`src/rtl/router_pkt_source.sv`:
```
// router_pkt_source: buffers a host packet and serialises header, payload and parity to the router.
// Optional ROUTER_SRC_PARITY_INJ_EN: inj_parity_err at command accept inverts the transmitted parity byte.
module router_pkt_source #(
    parameter int MAX_LEN    = 63,
    parameter int GAP_CYCLES = 2
) (
    input  logic       clk,
    input  logic       rst,
    input  logic       cmd_valid,
    output logic       cmd_ready,
    input  logic [1:0] cmd_addr,
    input  logic [5:0] cmd_len,
    input  logic       pl_valid,
    output logic       pl_ready,
    input  logic [7:0] pl_data,
    input  logic       busy,
    output logic [7:0] d_out,
    output logic       pkt_valid,
    output logic       done,
    output logic       cmd_err,
    input  logic       inj_parity_err
);
    localparam logic [2:0] S_IDLE    = 3'd0;
    localparam logic [2:0] S_LOAD    = 3'd1;
    localparam logic [2:0] S_HEADER  = 3'd2;
    localparam logic [2:0] S_PAYLOAD = 3'd3;
    localparam logic [2:0] S_PARITY  = 3'd4;
    localparam logic [2:0] S_GAP     = 3'd5;
    localparam logic [2:0] S_DONE    = 3'd6;

    logic [2:0] r_state;
    logic [2:0] w_nxt;
    logic [1:0] r_addr;
    logic [5:0] r_len;
    logic [5:0] r_cnt;
    logic [7:0] r_par;
    logic [7:0] r_d_out;
    logic       r_pkt_valid;
    logic       r_done;
    logic       r_cmd_err;
    logic       r_cmd_ready;
    logic       r_pl_ready;
    logic       r_inj;
    logic [7:0] r_buf [0:MAX_LEN-1];
    logic       w_cmd_acc;
    logic       w_cmd_bad;
    logic       w_pl_wr;
    logic       w_last;
    logic       w_gap_end;
    logic       w_inj_smp;
    logic [7:0] w_par_out;

`ifdef ROUTER_SRC_PARITY_INJ_EN
    assign w_inj_smp = inj_parity_err;
`else
    logic w_unused_inj;
    assign w_unused_inj = inj_parity_err;
    assign w_inj_smp    = 1'b0;
`endif

    assign w_cmd_acc = (r_state == S_IDLE) && cmd_valid && r_cmd_ready;
    assign w_cmd_bad = (cmd_addr == 2'd3) || (cmd_len == 6'd0) || (int'(cmd_len) > MAX_LEN);
    assign w_pl_wr   = r_pl_ready && pl_valid;
    assign w_last    = r_cnt == r_len - 6'd1;
    assign w_gap_end = r_cnt == 6'(GAP_CYCLES - 1);
    // Last payload byte is folded in here since r_par only sees it as it is consumed.
    assign w_par_out = r_par ^ r_d_out ^ {8{r_inj}};

    assign d_out     = r_d_out;
    assign pkt_valid = r_pkt_valid;
    assign done      = r_done;
    assign cmd_err   = r_cmd_err;
    assign cmd_ready = r_cmd_ready;
    assign pl_ready  = r_pl_ready;

    always_comb begin
        w_nxt = r_state;
        case (r_state)
            S_IDLE:    w_nxt = (w_cmd_acc && !w_cmd_bad) ? S_LOAD : S_IDLE;
            S_LOAD:    w_nxt = (w_pl_wr && w_last) ? S_HEADER : S_LOAD;
            S_HEADER:  w_nxt = busy ? S_HEADER : S_PAYLOAD;
            S_PAYLOAD: w_nxt = (!busy && w_last) ? S_PARITY : S_PAYLOAD;
            S_PARITY:  w_nxt = busy ? S_PARITY : S_GAP;
            S_GAP:     w_nxt = w_gap_end ? S_DONE : S_GAP;
            default:   w_nxt = S_IDLE;
        endcase
    end

    always_ff @(posedge clk) begin
        if (w_pl_wr) r_buf[r_cnt] <= pl_data;
    end

    always_ff @(posedge clk or negedge rst) begin
        if (!rst) begin
            r_state     <= S_IDLE;
            r_addr      <= 2'd0;
            r_len       <= 6'd0;
            r_cnt       <= 6'd0;
            r_par       <= 8'd0;
            r_d_out     <= 8'd0;
            r_pkt_valid <= 1'b0;
            r_done      <= 1'b0;
            r_cmd_err   <= 1'b0;
            r_cmd_ready <= 1'b0;
            r_pl_ready  <= 1'b0;
            r_inj       <= 1'b0;
        end else begin
            r_state     <= w_nxt;
            r_cmd_ready <= w_nxt == S_IDLE;
            r_pl_ready  <= w_nxt == S_LOAD;
            r_done      <= w_nxt == S_DONE;
            r_cmd_err   <= w_cmd_acc && w_cmd_bad;
            case (r_state)
                S_IDLE: begin
                    if (w_cmd_acc && !w_cmd_bad) begin
                        r_addr <= cmd_addr;
                        r_len  <= cmd_len;
                        r_cnt  <= 6'd0;
                        r_inj  <= w_inj_smp;
                    end
                end
                S_LOAD: begin
                    if (w_pl_wr && w_last) begin
                        r_d_out     <= {r_len, r_addr};
                        r_par       <= {r_len, r_addr};
                        r_pkt_valid <= 1'b1;
                        r_cnt       <= 6'd0;
                    end else if (w_pl_wr) begin
                        r_cnt <= r_cnt + 6'd1;
                    end
                end
                S_HEADER: begin
                    if (!busy) r_d_out <= r_buf[0];
                end
                S_PAYLOAD: begin
                    if (!busy) begin
                        r_par <= r_par ^ r_d_out;
                        if (w_last) begin
                            r_d_out     <= w_par_out;
                            r_pkt_valid <= 1'b0;
                            r_cnt       <= 6'd0;
                        end else begin
                            r_d_out <= r_buf[r_cnt + 6'd1];
                            r_cnt   <= r_cnt + 6'd1;
                        end
                    end
                end
                S_PARITY: begin
                    if (!busy) r_d_out <= 8'd0;
                end
                S_GAP: begin
                    r_cnt <= r_cnt + 6'd1;
                end
                default: begin
                    r_cnt <= 6'd0;
                end
            endcase
        end
    end
endmodule

```
`config.mk`:
```
export PLATFORM = sky130hd
export DESIGN_NAME = router_pkt_source
export DESIGN_NICKNAME = d
export VERILOG_FILES = /design/src/rtl/router_pkt_source.sv
export SDC_FILE = /design/constraint.sdc
export NUM_CORES = 1
export LEC_CHECK = 0
export BUFFER_PORTS_ARGS = -buffer_cell sky130_fd_sc_hd__buf_2
export CELL_PAD_IN_SITES_DETAIL_PLACEMENT = 0
export CELL_PAD_IN_SITES_GLOBAL_PLACEMENT = 1
export CORE_MARGIN = 4
export CORE_UTILIZATION = 44
export CTS_BUF_LIST = sky130_fd_sc_hd__clkbuf_8
export DETAILED_ROUTE_END_ITERATION = 10
export GPL_TIMING_DRIVEN = 0
export PLACE_DENSITY_LB_ADDON = 0.25
export REMOVE_ABC_BUFFERS = 1
export SETUP_SLACK_MARGIN = 0.05
export SYNTH_ARGS = -nofsm -noshare
export SYNTH_HDL_FRONTEND = slang
export SYNTH_SLANG_ARGS = --single-unit
```
`constraint.sdc`:
```
create_clock -name clk -period 3.5 [get_ports clk]
set_input_delay 0.7 -clock clk [delete_from_list [all_inputs] [get_ports clk]]
set_output_delay 0.7 -clock clk [all_outputs]
set_load 0.03 [all_outputs]
```
* Word level (Yosys, flattened, before mapping)
Memories as Yosys holds them, arrays and structs flattened. Index checks and enable logic that the tools add are counted.
Operators by class: add/sub/neg operators 2, equality and inequality tests 17, mux-type cells 27, bitwise gates (word level) 2, reductions and logical operators 21
Operators with widths (count):
- 2-to-1 mux 8 bit | 6
- case mux 8 bit (4 select lines) | 1
- 2-to-1 mux 6 bit | 5
- case mux 6 bit (5 select lines) | 1
- case mux 3 bit (6 select lines) | 1
- case mux 8 bit (2 select lines) | 1
- inequality test 2 bit, second input constant | 5
- equality test 3 bit, second input constant | 3
- 2-to-1 mux 1 bit | 8
- AND reduction 4 bit | 2
- XOR 8 bit | 1
- logical AND 1 bit | 7
- adder 6 x 1 -> 6 bit, second input constant | 1
- equality test 3 x 1 -> 1 bit, second input constant | 2
- equality test 3 x 2 -> 1 bit, second input constant | 2
- equality test 6 x 1 -> 1 bit, second input constant | 1
- equality test 6 bit | 1
- logical NOT 3 bit | 2
- logical NOT 6 bit | 1
- subtractor 6 x 1 -> 6 bit, second input constant | 1
- AND reduction 5 bit | 1
- 2-to-1 mux 2 bit | 2
- nonzero test 4 bit | 1
- 2-to-1 mux 3 bit | 1
- 11 further kinds | 12
Storage, ports and cells: register bits after elaboration 38, bits in writable memories 504, input port bits 22, output and inout bits 13, word-level logic and storage cells 81, memories 1
Memory list:
- r_buf | words 63, bits a word 8, rd ports 2, clocked after Yosys merged registers in 0, wr ports 1, RTL line 44 | logic [7:0] r_buf [0:MAX_LEN-1];

* Longest topological paths before layout
Gate-level depths: netlist (run 1).
depth in word-level cells 7, depth in mapped cells 13

* Least setup slack after synthesis (run 1)
Ideal clock, no wire load.
kind reg2reg, start point register r_cnt[0], end point memory r_buf[42][0] (enable), library setup time 0.370 ns, arrival time 2.163 ns, path slack 0.967 ns, cell stages (with the launch flop) 8, cells stage by stage dfrtp_1 buf_4 buf_6 buf_4 buf_2 or3_1 or2_2 nor2_1
RTL lines:
- from (decl) | RTL line 35 | logic [5:0] r_cnt;
- from (signal assigned) | RTL line 129 | r_cnt <= r_cnt + 6'd1;
- from (signal assigned) | RTL line 144 | r_cnt <= r_cnt + 6'd1;
- from (signal assigned) | RTL line 152 | r_cnt <= r_cnt + 6'd1;
- to (decl) | RTL line 44
No word-level cell before the write port.

* Final worst setup path (run 1)
start point register r_cnt[1], end point register r_d_out[1] (netlist: d_out[1])
Between the ends: word-level cells in the longest chain between the ends 5, elaborated cells between the ends (all ways) 9, classes of those cells 1 x add/sub; 2 x eq/ne; 3 x mux; 2 x reduce/logical; 1 x memory
Ends and longest elaborated chain:
- adder 6 x 1 -> 6 bit | RTL line 143 | r_d_out <= r_buf[r_cnt + 6'd1];
- memory read (63 x 8 bit)
- 2-to-1 mux 8 bit | RTL line 138 | if (w_last) begin
- 2-to-1 mux 8 bit | RTL line 136 | if (!busy) begin
- case mux 8 bit (4 select lines) | RTL line 113 | case (r_state)
- to (signal assigned) | RTL line 133 | if (!busy) r_d_out <= r_buf[0];
- to (signal assigned) | RTL line 139 | r_d_out <= w_par_out;
- to (signal assigned) | RTL line 143
- to (decl) | RTL line 37 | logic [7:0] r_d_out;
Parallel ways exist; a longest one is shown, timed or not. The select of a mux whose other input is x is not followed. A chain may end at the register's enable or synchronous reset.

==> results of run 1 <==
## metrics by stage
step	TNS, ns	setup slack (ns)	total power, µW
final	0	0.165	20200
after global routing	0	0.0603	21200
after CTS	0	0.0395	20300
after detailed placement	-10.37	-1.05	15000
after global placement	-3326.73	-11.84	13100
after floorplan	-1527.65	-6.09	12600
## sequential cells by signal, indices dropped and copies added (netlist names)
| register | flops |
|---|---|
| r_buf | 504 |
| d_out | 8 |
| r_par | 8 |
| r_cnt | 6 |
| r_len | 6 |
| r_state | 3 |
| r_addr | 2 |
| cmd_err | 1 |
| cmd_ready | 1 |
| done | 1 |
| pkt_valid | 1 |
| pl_ready | 1 |
## cell type report
class / instances / area [µm²]
fill: 4116 / 24400
sequential: 542 / 16100
multi-input combinational: 659 / 5850
clock buffer: 89 / 1220
tap: 664 / 831
timing repair buffer: 56 / 603
clock inverter: 61 / 282
inverter: 8 / 30.0
## placed cells by master, fill, tap and decap left out, drive strengths merged, types with 8 or more instances in the layout
cell / instances
mux4: 120
o22ai: 17
edfxtp: 504
a21oi: 36
nor3: 8
mux2: 8
dfrtp: 38
a31oi: 10
or2: 14
xnor2: 20
clkbuf: 90
o311ai: 10
nor2: 177
o2bb2ai: 9
inv: 47
o21ai: 44
buf: 53
a221oi: 8
a211oi: 9
clkinv: 21
mux2i: 8
and3: 8
nand2: 64
nand3: 44
## power breakdown
| part | switching [µW] | leakage [µW] | total [µW] | internal (µW) |
|---|---|---|---|---|
| Combinational | 4290 | 0.00220 | 7670 | 3380 |
| Sequential | 345 | 0.00499 | 7630 | 7280 |
| Clock | 2480 | 0.000897 | 4850 | 2370 |
| Total | 7120 | 0.00809 | 20200 | 13000 |
## worst max path at each step
| stage | endpoint | depth (start not counted) | startpoint |
|---|---|---|---|
| global placement | d_out[7]$_DFFE_PN0P_ | 7 | r_cnt[0]$_DFFE_PN0P_ |
| detailed placement | d_out[7]$_DFFE_PN0P_ | 11 | r_cnt[0]$_DFFE_PN0P_ |
| CTS | d_out[7]$_DFFE_PN0P_ | 9 | r_cnt[0]$_DFFE_PN0P_ |
| finish | d_out[1]$_DFFE_PN0P_ | 9 | r_cnt[1]$_DFFE_PN0P_ |
| floorplan | d_out[0]$_DFFE_PN0P_ | 7 | r_cnt[0]$_DFFE_PN0P_ |
| global route | d_out[2]$_DFFE_PN0P_ | 12 | r_cnt[0]$_DFFE_PN0P_ |
## per-layer routing
layer | part of all wire [%] | routed length, µm | global-route usage, % | vias to the layer above
met2 | 45 | 23700 | 29.1 | 398
met1 | 45 | 23500 | 28.9 | 6114
met5 | 0 | 0 | 0 | -
met3 | 6.7 | 3490 | 4.52 | 105
met4 | 3.0 | 1550 | 6.56 | 0
li1 | - | - | - | 5233
## timing repair
action | CTS | global route
endpoints found under the hold margin | 0 | 0
endpoints found under the setup margin | 122 | 55
gates cloned | 2 | 1
gates resized for setup | 28 | 2
pin swaps | 6 | 1
setup buffers | 7 | 2
## kinds of logic after synthesis
family | Yosys count | share of synthesized area [%]
muxes | 136 | 13.0
xor gates and xnor gates | 22 | 0.971
buffers and inverters | 80 | 1.84
and+or+nand+nor | 343 | 6.89
DFF | 542 | 72.6
AOI/OAI and AO/OA | 155 | 4.61
adders and majority gates | 3 | 0.169
## critical path: stages, from the launching register on
cell	delay (ns)
dfrtp_2	0.53
inv_1	0.20
ha_4	0.47
buf_16	0.28
buf_16	0.25
mux4_2	0.39
a211oi_1	0.36
o311ai_2	0.21
a31oi_1	0.35
o2bb2ai_1	0.09
==> impl_metrics.py, run 1 <==
metrics = {
    "drt": {
        "post_drt_wl_per_cell_um": 25.1,
        "first_pass_iters": 5,
        "dr.first_iter.drc_count": 1087,
        "route.detailed.drc": 0,
        "ant_nets": 0,
        "vias": 11850,
        "drt-total-wl_um": 52200,
        "vias_per_cell": 5.70,
    },
    "worst_setup_path": {
        "r2r_cells": 9,
        "ff2ff_setup_slack_ns": 0.16,
        "r2r-end": "d_out[1]$_DFFE_PN0P_",
        "critPathLaunchType": "register",
        "reg2reg_from": "r_cnt[1]$_DFFE_PN0P_",
        "crit_path_max_fanout": 39,
        "critPathCaptureType": "register",
        "critPathArrivalTime_ns": 3.87,
        "required_ns": 4.04,
        "critical_path_class": "register to register",
    },
    "clocking": {
        "clock_sinks": 542,
        "numCtsBuffers": 89,
        "htree_levels": 3,
        "cts.clk_slew.worst_paths_ns": 0.06,
        "cts_hold_buffers": 0,
        "tritoncts": "built",
        "clock_path_buffers": 3,
        "cts-root-buf": "clkbuf_8",
        "worstSkewPairLatency_ns": 0.69,
    },
    "layout": {
        "drive_above_1_share_pct": 24.2,
        "fin_nets": 1381,
        "antenna_cells": 0,
        "area_delta_synth_final_pct": 12.4,
        "design_area_mm2": 0.0249,
        "finalNonFillerCells": 2079,
        "final_util_pct": 50.5,
    },
    "timing": {
        "max_freq_mhz": 300,
        "maxSlewHeadroom_pct": 12.9,
        "slew_violations": 0,
        "worstMarginPinSlew_ns": 1.31,
        "final_hold_viol_count": 0,
        "setup_viol": 0,
        "finalCritPeriodShare_pct": 95.3,
        "period_needed_ns": 3.34,
        "fin_skew_ns": 0.0360,
        "timing.hold.ws_ns": 0.143,
        "rsz0062_at_grt": "false",
    },
    "logic_synthesis": {
        "synthTopCellsByArea": "edfxtp_1, mux4_2, dfrtp_1",
        "yosysTopAreaCellShare_pct": 68.3,
        "synth_ff_type": "edfxtp_1",
        "yosysWarnings": 0,
        "post-synth-top-count-cell": "edfxtp_1",
        "ys_seq_area_share_pct": 72.6,
        "syn_area_per_cell_um2": 17.3,
        "syn_area_mm2": 0.0222,
        "synth_top_area_cell": "edfxtp_1",
        "postSynthCellCount": 1281,
        "synth_cell_type_count": 60,
        "synth-seq-cells": 542,
        "synth_edf_count": 504,
        "synth_top_cells_by_count": "edfxtp_1, nor2_1, mux4_2, nand2_1, nand3_1",
        "ys_async_sr_fraction_pct": 7.01,
    },
    "global_route": {
        "grt_antenna_before_repair": 0,
        "grt_pass1_wl_um": 78000,
        "grt_overflow": 0,
        "grtUsageTotal_pct": 19.6,
        "grt_pass1_vias": 12095,
        "grt_start_max_net_pins": 64,
    },
    "placement": {
        "place.gp.congestion": 0.811,
        "dpl.cell_count": 1917,
        "dpl_cell_area_mm2": 0.0231,
        "port-buffer-count": 33,
        "dp_hpwl_um": 30100,
    },
    "floorplan": {
        "initial_core_util_pct": 44.9,
        "die_h_um": 232,
        "die_w_um": 232,
        "rows": 81,
        "pin_count": 35,
        "coreArea_mm2": 0.0494,
        "dieArea_mm2": 0.0540,
    },
    "power_and_ir_drop": {
        "ir_drop_v": 0.000484,
        "power_density_mw_per_mm2": 809,
        "p_leak_uw": 0.00809,
    },
    "worst_hold_path": {
        "hold_path_class": "input port to async pin",
    },
    "run": {
        "cap_viol_max_count": 0,
    },
    "outcome": {
        "status": "completed",
    },
}
Power figures use the tool's default switching activity.
==> run 2: changes to the inputs <==
Settings changed: BUFFER_PORTS_ARGS -buffer_cell sky130_fd_sc_hd__buf_2 to -buffer_cell sky130_fd_sc_hd__clkbuf_2, CORE_MARGIN 4 to default.
==> impl_metrics.py, run 2 (synthesized netlist as in run 1, its figures left out) <==
metrics = {
    "drt": {
        "ant_nets": 0,
        "dr.first_iter.drc_count": 1237,
        "first_pass_iters": 5,
        "vias_per_cell": 5.63,
        "vias": 11744,
        "drt-total-wl_um": 51900,
        "route.detailed.drc": 0,
        "post_drt_wl_per_cell_um": 24.9,
    },
    "clocking": {
        "numCtsBuffers": 89,
        "clock_path_buffers": 3,
        "worstSkewPairLatency_ns": 0.66,
        "htree_levels": 3,
        "clock_sinks": 542,
        "tritoncts": "built",
        "cts-root-buf": "clkbuf_8",
        "cts.clk_slew.worst_paths_ns": 0.08,
    },
    "worst_setup_path": {
        "critPathCaptureType": "register",
        "critPathLaunchType": "register",
        "critPathArrivalTime_ns": 3.80,
        "crit_slowest_cell": "dfrtp_2",
        "critical_path_class": "register to register",
        "worstPathBufferInverterCount": 0,
        "cpLargestDelayFamily": "compound AO/OA/AOI/OAI gates",
        "crit_path_max_fanout": 27,
        "path_cells": "nand3_2 > xnor2_2 > o211ai_1 > o22ai_1 > nor2_1 > a31oi_1 > o2bb2ai_1",
        "critPathMaxStageDelay_ns": 0.75,
        "required_ns": 4.03,
    },
    "timing": {
        "setup_viol": 0,
        "setup_ws_ns": 0.228,
        "rsz0062_at_grt": "false",
        "final_hold_viol_count": 0,
        "max_freq_mhz": 306,
        "finalSetupTns_ns": 0,
        "period_needed_ns": 3.27,
        "worstMarginPinSlew_ns": 0.971,
        "slew_violations": 0,
        "maxSlewHeadroom_pct": 35.0,
        "fin_skew_ns": 0.0242,
        "finalCritPeriodShare_pct": 93.5,
    },
    "placement": {
        "pre_cts_slack_ns": -0.888,
        "port-buffer-count": 33,
        "dp_hpwl_um": 30300,
        "dpl.cell_count": 1918,
        "place.gp.congestion": 0.810,
    },
    "layout": {
        "largest_reg_flops": 504,
        "final_common_cell": "edfxtp_1",
        "fin_nets": 1387,
        "largest_register": "r_buf",
        "antenna_cells": 0,
        "final_util_pct": 50.7,
        "finalNonFillerCells": 2086,
        "area_delta_synth_final_pct": 12.9,
        "drive_above_1_share_pct": 23.7,
        "mostFrequentLayoutCells": "edfxtp_1, nor2_1, mux4_2",
    },
    "global_route": {
        "grt_start_max_net_pins": 64,
        "grtUsageTotal_pct": 21.0,
        "grt_pass1_vias": 11809,
        "grt_antenna_before_repair": 0,
        "grt_overflow": 0,
        "grt_pass1_wl_um": 77200,
    },
    "floorplan": {
        "rows": 81,
        "pin_count": 35,
        "die_h_um": 226,
        "initial_core_util_pct": 44.9,
        "dieArea_mm2": 0.0513,
        "die_w_um": 226,
        "coreArea_mm2": 0.0494,
    },
    "power_and_ir_drop": {
        "power_density_mw_per_mm2": 801,
        "finalPower_uw": 20000,
        "ir_drop_v": 0.000430,
        "p_leak_uw": 0.00813,
    },
    "worst_hold_path": {
        "hold_path_class": "input port to async pin",
    },
    "run": {
        "cap_viol_max_count": 0,
    },
    "outcome": {
        "status": "completed",
    },
}
## run 2: changes by cell type in the layout (fill, tap and decap cells not counted), moves of 5 or more
cell,change
buf_12,+7
buf_2,-26
clkbuf_2,+26
clkinv_1,+7
inv_1,-5
nor2_1,+11
nor2_2,-11
## run 2: per-stage QoR
stage	instance area [µm²]	hold slack (ns)
4_1_cts	24800	0.167
5_1_grt	25000	0.254
6_report	25000	0.191
3_5_place_dp	23100	0.499
3_3_place_gp	22800	0.490
2_1_floorplan	21800	0.404
## run 2: where the power goes
part	internal (µW)	switching, µW	leakage [µW]
clock network	2470	2400	0.000890
logic	3300	4240	0.00224
registers	7280	365	0.00499
total	13000	7000	0.00813
## run 2: path summary, 6_finish.rpt
kind                                  startpoint                    end  slack [ns]  cells past startpoint
setup / recovery            r_cnt[2]$_DFFE_PN0P_   d_out[2]$_DFFE_PN0P_        0.23                      7
hold / removal                               rst   r_cnt[0]$_DFFE_PN0P_        0.19                      1
setup reg to reg            r_cnt[2]$_DFFE_PN0P_   d_out[2]$_DFFE_PN0P_        0.23                      7
hold reg to reg            pkt_valid$_DFFE_PN0P_  pkt_valid$_DFFE_PN0P_        0.51                      1
max in group asynchronous                    rst   r_cnt[0]$_DFFE_PN0P_        2.62                      1
min in group clk                      cmd_len[2]   r_len[2]$_DFFE_PN0P_        0.31                      2
## run 2: what timing repair did
action / in CTS / in global routing
pin swaps: 2 / 0
resized for setup: 16 / 3
endpoints found under the setup margin: 8 / 5
hold buffers: 0 / 0
gates cloned: 0 / 1
setup buffers: 8 / 0
## run 2: final cells by class
type	count	area [µm²]
multi-input combinational	659	5830
fill	4097	24300
clock buffer	91	1250
clock inverter	60	269
tap	664	831
timing repair buffer	62	721
inverter	8	30.0
sequential	542	16100
## run 2: routing by layer
metal	part of all wire [%]	track usage (%)
met4	1.8	5.69
met1	46	30.9
met5	0	0
met2	47	31.9
met3	5.5	4.09
==> run 3: changes to the inputs <==
Settings changed: GPL_TIMING_DRIVEN 0 to default.
==> impl_metrics.py, run 3 (synthesized netlist as in run 1, its figures left out) <==
metrics = {
    "timing": {
        "setup_viol": 0,
        "fin_skew_ns": 0.0315,
        "slew_violations": 0,
        "finalCritPeriodShare_pct": 96.0,
        "max_freq_mhz": 298,
        "maxSlewHeadroom_pct": 20.4,
        "period_needed_ns": 3.36,
        "timing.hold.ws_ns": 0.177,
        "final_hold_viol_count": 0,
        "rsz0062_at_grt": "false",
        "worstMarginPinSlew_ns": 1.18,
    },
    "layout": {
        "area_delta_synth_final_pct": 14.2,
        "largest_reg_flops": 504,
        "ff_latch_area_mm2": 0.0161,
        "final_common_cell": "edfxtp_1",
        "drive_above_1_share_pct": 27.1,
        "mostFrequentLayoutCells": "edfxtp_1, nor2_1, mux4_2",
        "largest_register": "r_buf",
        "n_fill_cell": 4118,
        "design_area_mm2": 0.0253,
        "multi_input_area_mm2": 0.00572,
        "fin_nets": 1461,
        "final_util_pct": 51.3,
    },
    "drt": {
        "highest_layer": "met4",
        "dr.first_iter.drc_count": 1095,
        "vias_per_cell": 5.58,
        "vias": 12107,
        "post_drt_wl_per_cell_um": 24.0,
        "ant_nets": 0,
        "routed-wl-met3_um": 3180,
        "wl_met2_um": 24500,
        "drt-total-wl_um": 52000,
        "first_pass_iters": 7,
        "route.detailed.drc": 0,
        "drt-met1-wl_um": 23200,
    },
    "clocking": {
        "worstSkewPairLatency_ns": 0.70,
        "cts_resized": 0,
        "clock_path_buffers": 3,
        "cts_setup_buffers": 0,
        "cts-root-buf": "clkbuf_8",
        "cts.clk_slew.worst_paths_ns": 0.06,
        "numCtsBuffers": 91,
        "tritoncts": "built",
        "cts_hold_buffers": 0,
        "clock_sinks": 542,
        "htree_levels": 3,
    },
    "worst_setup_path": {
        "cpLargestDelayFamily": "compound AO/OA/AOI/OAI gates",
        "ff2ff_setup_slack_ns": 0.14,
        "critical_path_class": "register to register",
        "critPathArrivalTime_ns": 3.97,
        "critPathLaunchType": "register",
        "crit_slowest_cell": "o311ai_0",
        "critPathCaptureType": "register",
        "worstPathBufferInverterCount": 1,
        "required_ns": 4.11,
        "reg2reg_from": "r_cnt[0]$_DFFE_PN0P_",
        "critPathMaxStageDelay_ns": 0.96,
        "path_cells": "ha_1 > xor2_4 > buf_4 > o21ai_0 > a21oi_1 > a211oi_1 > o311ai_0 > a31oi_1 > o2bb2ai_1",
        "crit_path_max_fanout": 15,
        "startpoint": "r_cnt[0]$_DFFE_PN0P_",
    },
    "power_and_ir_drop": {
        "ir_drop_v": 0.000467,
        "switching_share_pct": 34.8,
        "power_density_mw_per_mm2": 784,
        "pwr-share-seq_pct": 38.4,
        "p_clk_share_pct": 25.7,
        "pwr-share-comb_pct": 35.8,
        "finalPower_uw": 19800,
        "p_sw_uw": 6900,
        "internal_power_uw": 12900,
        "p_leak_uw": 0.00844,
    },
    "floorplan": {
        "die_w_um": 226,
        "rows": 81,
        "initial_core_util_pct": 44.9,
        "die_h_um": 226,
        "coreArea_mm2": 0.0494,
        "dieArea_mm2": 0.0513,
        "pin_count": 35,
    },
    "worst_hold_path": {
        "hold_path_class": "input port to async pin",
    },
    "global_route": {
        "grtUsageTotal_pct": 21.3,
        "grt_pass1_vias": 12345,
        "grt_overflow": 0,
        "grt_antenna_before_repair": 1,
        "grt_pass1_wl_um": 78400,
        "grt_start_max_net_pins": 68,
    },
    "placement": {
        "port-buffer-count": 33,
        "dpl_cell_area_mm2": 0.0237,
        "place.gp.congestion": 0.832,
        "dp_hpwl_um": 32300,
    },
    "run": {
        "cap_viol_max_count": 0,
    },
    "outcome": {
        "status": "completed",
    },
}
run 3: worst paths after layout:
| check | cells past startpoint | end |
|---|---|---|
| hold reg to reg | 1 | pkt_valid$_DFFE_PN0P_ |
| min in group clk | 2 | r_len[4]$_DFFE_PN0P_ |
| max in group asynchronous | 1 | r_cnt[0]$_DFFE_PN0P_ |
| setup / recovery | 9 | d_out[0]$_DFFE_PN0P_ |
| setup reg to reg | 9 | d_out[0]$_DFFE_PN0P_ |
| hold / removal | 1 | d_out[7]$_DFFE_PN0P_ |
run 3: area by class of cell:
type / instances / share of cell area (%)
Sequential cell: 542 / 63.6
Multi-Input combinational cell: 659 / 22.6
Clock buffer: 95 / 5.17
Timing Repair Buffer: 134 / 3.95
Tap cell: 664 / 3.28
Clock inverter: 66 / 1.30
Inverter: 8 / 0.119
Antenna cell: 2 / 0.0198
run 3: metrics by stage:
stage          TNS [ns]  instances  setup slack, ns
5_1_grt               0       2170           0.0730
2_1_floorplan  -1527.65       1209            -6.09
6_report              0       2170            0.139
3_3_place_gp          0       2007            0.279
4_1_cts               0       2168            0.235
3_5_place_dp          0       2007            0.256
run 3: metal layers:
layer,vias to the layer above,global-route usage [%]
met5,-,0
met4,0,7.74
met1,6249,29.8
met2,393,32.9
met3,69,4.50
li1,5396,-
run 3: power by group through the flow:
stage / registers (µW) / clock network, µW / logic, µW
floorplan: 7990 / 0 / 4560
global placement: 7740 / 0 / 7160
detailed placement: 7740 / 0 / 7210
CTS: 7620 / 5260 / 7230
global route: 7650 / 5510 / 7730
finish: 7630 / 5100 / 7110
